File: src/rtl/spi_slave.sv
// -----------------------------------------------------------------------------
// spi_slave
//
// Purpose:
//   Full-duplex SPI slave shift register that shifts the least significant bit
//   first. After reset the register holds initialValue. Each selected rising
//   edge shifts MOSI in at the MSB and drops the LSB, which has already been
//   presented on MISO. After DATA_W selected edges the slave holds the
//   master's word and the master has received the preload.
//   clk is the SPI serial clock itself, so the whole block lives in the SCK
//   domain.
//
// Ports:
//   clk             in   1       SPI serial clock; all state changes on rising edge
//   reset           in   1       synchronous reset, active low
//   cs              in   1       chip select, active low
//   MOSI            in   1       serial data from master
//   MISO            out  1       serial data to master (sreg[0] while selected)
//   initialValue    in   DATA_W  word loaded into the shift register on reset
//   slaveDataToSend out  DATA_W  current shift register contents
//   done            out  1       one-cycle pulse after the DATA_W-th shift of a frame
//
// Parameters:
//   DATA_W  shift register width / bits per frame (must be >= 2)
//
// Build option:
//   SPI_SLAVE_MISO_TRISTATE_EN  when defined, MISO floats (1'bz) while
//                               deselected so several slaves can share the
//                               line; otherwise MISO drives 0 while deselected.
// -----------------------------------------------------------------------------
module spi_slave #(
  parameter int DATA_W = 8
) (
  input  logic              clk,
  input  logic              reset,
  input  logic              cs,
  input  logic              MOSI,
  output logic              MISO,
  input  logic [DATA_W-1:0] initialValue,
  output logic [DATA_W-1:0] slaveDataToSend,
  output logic              done
);

  localparam int CNT_W = (DATA_W > 2) ? $clog2(DATA_W) : 1;
  localparam logic [CNT_W-1:0] CNT_LAST = CNT_W'(DATA_W - 1);

  logic [DATA_W-1:0] sreg_q, sreg_d;
  logic [CNT_W-1:0]  cnt_q,  cnt_d;
  logic              done_q, done_d;

  // Next-state logic. The counter only tracks consecutive selected edges;
  // deselecting discards the partial count but keeps the shifted bits.
  always_comb begin
    sreg_d = sreg_q;
    cnt_d  = '0;
    done_d = 1'b0;
    if (!cs) begin
      sreg_d = {MOSI, sreg_q[DATA_W-1:1]};
      if (cnt_q == CNT_LAST) begin
        // Last bit of the frame: wrap so back-to-back frames need no gap.
        cnt_d  = '0;
        done_d = 1'b1;
      end else begin
        cnt_d = cnt_q + 1'b1;
      end
    end
  end

  // State registers; reset wins over chip select and shifting.
  always_ff @(posedge clk) begin
    if (!reset) begin
      sreg_q <= initialValue;
      cnt_q  <= '0;
      done_q <= 1'b0;
    end else begin
      sreg_q <= sreg_d;
      cnt_q  <= cnt_d;
      done_q <= done_d;
    end
  end

  assign slaveDataToSend = sreg_q;
  assign done            = done_q;

  // MISO is combinational from sreg[0], so the next bit is visible right after
  // reset and after every shift, ready for the master to sample before the
  // following rising edge.
`ifdef SPI_SLAVE_MISO_TRISTATE_EN
  assign MISO = cs ? 1'bz : sreg_q[0];
`else
  assign MISO = cs ? 1'b0 : sreg_q[0];
`endif

endmodule

File: config.mk
export PLATFORM = sky130hd
export DESIGN_NAME = spi_slave
export DESIGN_NICKNAME = d
export VERILOG_FILES = /design/src/rtl/spi_slave.sv
export SDC_FILE = /design/constraint.sdc
export NUM_CORES = 1
export LEC_CHECK = 0
export BUFFER_PORTS_ARGS = -buffer_cell sky130_fd_sc_hd__buf_2
export CAP_MARGIN = 20
export CORE_MARGIN = 2
export CORE_UTILIZATION = 33
export DETAILED_ROUTE_END_ITERATION = 8
export PLACE_DENSITY = 0.7
export SYNTH_ARGS = -nofsm -noshare
export SYNTH_HDL_FRONTEND = slang
export SYNTH_SLANG_ARGS = --single-unit
File: constraint.sdc
create_clock -name clk -period 1.41 [get_ports clk]
set_clock_uncertainty 0.2 [all_clocks]
set_input_delay 0.141 -clock clk [delete_from_list [all_inputs] [get_ports clk]]
set_output_delay 0.141 -clock clk [all_outputs]
set_load 0.005 [all_outputs]
# Yosys cells after proc, flatten, opt, wreduce, memory -nomap -nowiden
# Index checks and enable logic that the tools add are counted.
# W data, S select, Z words.
[classes]
n_addsub = 1
n_eq_ne = 2
n_mux = 4
n_bitwise = 1
n_reduce_logical = 2
[op_table]
columns = ["op", "count"]
rows = [
  ["$mux W8", 2],
  ["$add A3 B1 Y3 const B", 1],
  ["$eq A3 B3 Y1 const B", 1],
  ["$reduce_or A3 Y1", 1],
  ["$mux W1", 2],
  ["$ne A2 B2 Y1 const B", 1],
  ["$reduce_or A2 Y1", 1],
  ["$not A1 Y1", 1],
]
[totals]
register_bits = 12
input_bits = 12
out_inout_bits = 10
elab_cells = 13

# Depth between registers and ports, before layout
[depth]
ltp_word = 2
depth_mapped = 3

# Worst setup path after synthesis
# OpenSTA, ideal clock, no wires.
[synth_timing]
path_type = "register to register"
start = "register cnt_q[0]"
end = "register cnt_q[1]"
arrival_time_ps = 993
slack_ps = 100
path_stages_with_launch = 4
path_buffers = 0
synth_period_minus_slack_ps = 1310
path_cell_list = "dfxtp_1 -> ha_1 -> ha_1 -> and4bb_1"
[synth_between]
elab_chain_len = 2
word_cells_on_any_way = 3
[synth_rtl]
columns = ["item", "line_no", "text"]
rows = [
  ["from (decl)", "48", "logic [CNT_W-1:0] cnt_q, cnt_d;"],
  ["from (signal assigned)", "77", "cnt_q <= cnt_d;"],
  ["parallel branches: the longest is 2 deep, another holds $add A3 B1 Y3", "-", ""],
]
# Parallel ways; which one is timed is not known.
# A chain may end at the register's enable or synchronous reset.

# Worst setup path after layout
[layout_timing]
start = "register cnt_q[0]"
end = "register cnt_q[0]"
# Same word-level chain as after synthesis.

==> reports/results.tsv <==
metric	value	unit
XOR/XNOR share of the synthesized area	0	%
Clock Sinks	12	
vias in the first global route	356	
full die area	1999	um2
port bufs	21	
commonest non-fill, non-tap cell in the layout	buf_2	
FF+latch count, synth	12	
CTS root buffer	clkbuf_4	
Seq/Total Area, Yosys	58.58	%
critical path peak fanout	4	
Area growth syn-to-layout	44.62	%
Hold Crit Start	cs	
CP Capture Type	flip-flop	
post-synthesis mux area share	19.91	%
cell area after synthesis	546.8	um2
Layout Nets	78	
Worst Setup SP	cnt_q[0]	
worst r2r dst	cnt_q[0]	
final hold vios	0	
Total GRT Usage	11.43	%
Post-Synth Simple-Gate Area	14.87	%
crit start category	flip-flop	
critical path type	reg -> reg	
RSZ-0062 raised after global routing	false	
number of setup violations in the final report	0	
Initial Util	35.88	%
complex-gate fraction of the synthesized area	0	%
DP Worst Slack	0.03499	ns
Ys Warns	0	
R2R Setup Slk	0.12	ns
Critical Path AT	1.26	ns
Cell Pwr Density	964.0	nW/um2
CTS Buf Count	3	
Slew Viols, Final	0	
Layout fillers	126	
n_diodes	0	
crit share post-route	91.25	%
fin worst setup slack	0.1234	ns
Slew Limit Headroom	76.07	%
I/O Pins	22	
Die H	44.71	um
Routed wire per std cell	12.52	um
Site Rows	14	
overall routed net length	989	um
max cap viols	0	
share of cells above drive strength 1	58.73	%
hpwl dp	658.1	um
core area	1524	um2
CTS tree	built	
register area	321.6	um2
Iter 0 DRT Violations	1	
remaining antenna violation count	0	
gpl congestion	0.6318	
routed vias/inst	4.759	
initial antenna violation count	0	
syn_nets	43	
Die Width	44.71	um
crit path to	cnt_q[0]	
Leakage	0.0003582	uW
Least-Margin Pin Slew	0.3581	ns
Layout Cells excl Fill	79	
Netlist cell types	12	
Crit path required time	1.39	ns
Multi-input gate area	217.7	um2
vias post-DR	376	
mean area per synthesized cell	18.85	um2
minimum clock period after layout	1.287	ns
Post-Place Cells	65	
reg2reg start	cnt_q[0]	
Hold Crit Class	in -> reg	
Syn Inst Count	29	
largest family of logic cells by synthesized area	multiplexers	
register clock-pin slew on the reported worst setup and hold paths	0.07	ns
Peak VDD IR	0.5396	mV
Peak Freq	0.7772	GHz
1st-pass router iterations	3	
setup bufs post-CTS	0	
clk_lat worst skew	0.27	ns
commonest non-fill, non-tap cells in the layout	buf_2, dlygate4sd3_1, edfxtp_1, mux2_4	
H-tree Lvls	1	
first-pass GRT wire length	1552	um
clock buffer depth	2	
pin count of the biggest net entering global routing	14	
status	complete, no violations	
DRC Markers	0	
setup TNS	0	ns
Post-Synth Adder-Cell Area	4.577	%
Overflow after GRT	0	
Worst R2R Path Depth	3	
worst min path at each step:
stage	depth (start not counted)	slack [ns]	end
after floorplan	1	0.01	cnt_q[2]
final	2	0.02	cnt_q[1]
after global placement	2	0.23	cnt_q[2]
after detailed placement	2	0.24	cnt_q[2]
after global routing	2	0.009	cnt_q[1]
after CTS	2	0.01	cnt_q[1]
power breakdown:
part	switching, uW	internal, uW
logic	41.9	83.0
clock network	110	102
registers	15.0	410
total	167	595
Yosys cell counts, drive strengths merged:
| cell type | instances | area (um2) |
|---|---|---|
| and3b | 1 | 10.01 |
| and4bb | 1 | 12.51 |
| buf | 1 | 11.26 |
| dfxtp | 4 | 80.08 |
| edfxtp | 8 | 240.2 |
| ha | 2 | 25.02 |
| mux2 | 8 | 108.9 |
| nand2 | 1 | 3.750 |
| nor2b | 1 | 6.260 |
| nor4b | 1 | 23.77 |
| nor4bb | 1 | 25.02 |
state kept, by name, summed over array words and instances, names as in the netlist:
register and cells:
slaveDataToSend 8, done 1, cnt_q 3
layer usage:
metal | GRT usage, % | wire (um) | up-vias
met1 | 13.67 | 410 | 178
met4 | 3.636 | 0 | 0
li1 | - | - | 180
met3 | 6.000 | 77 | 0
met5 | 0 | 0 | -
met2 | 17.68 | 500 | 18
layout make-up:
class | count | share of cell area [%]
Clock buffer | 3 | 2.848
Sequential cell | 12 | 40.66
Multi-Input combinational cell | 16 | 27.53
Timing Repair Buffer | 31 | 25.95
Tap cell | 16 | 2.532
Clock inverter | 1 | 0.4747
kinds of logic after synthesis:
| kind of cell | Yosys count |
|---|---|
| simple gates | 6 |
| buf+inv | 1 |
| flops | 12 |
| fa+ha+maj | 2 |
| mux | 8 |
stage by stage:
| step | utilization [%] | hold slack, ns | power (uW) | instance area, um2 |
|---|---|---|---|---|
| 2_1_floorplan | - | 0.01148 | 485.7 | 546.8 |
| 3_5_place_dp | 43.35 | 0.2386 | 536.4 | 660.6 |
| 6_report | 51.89 | 0.01734 | 762.3 | 790.8 |
| 5_1_grt | 51.89 | 0.009094 | 803.1 | 790.8 |
| 4_1_cts | 51.64 | 0.009919 | 774.7 | 787.0 |
| 3_3_place_gp | 43.35 | 0.2320 | 532.5 | 660.6 |
critical path, stage by stage, from the launching register on:
cell	delay [ns]
dfxtp_2	0.34
ha_1	0.20
ha_2	0.22
nor4b_4	0.25
repair_timing:
item / 4_1_cts / 5_1_grt
hold endpoints to repair: 10 / 0
gates resized for setup: 0 / 2
endpoints found under the setup margin: 0 / 2
hold buffers: 10 / 0
(Power assumes the default switching activity.)
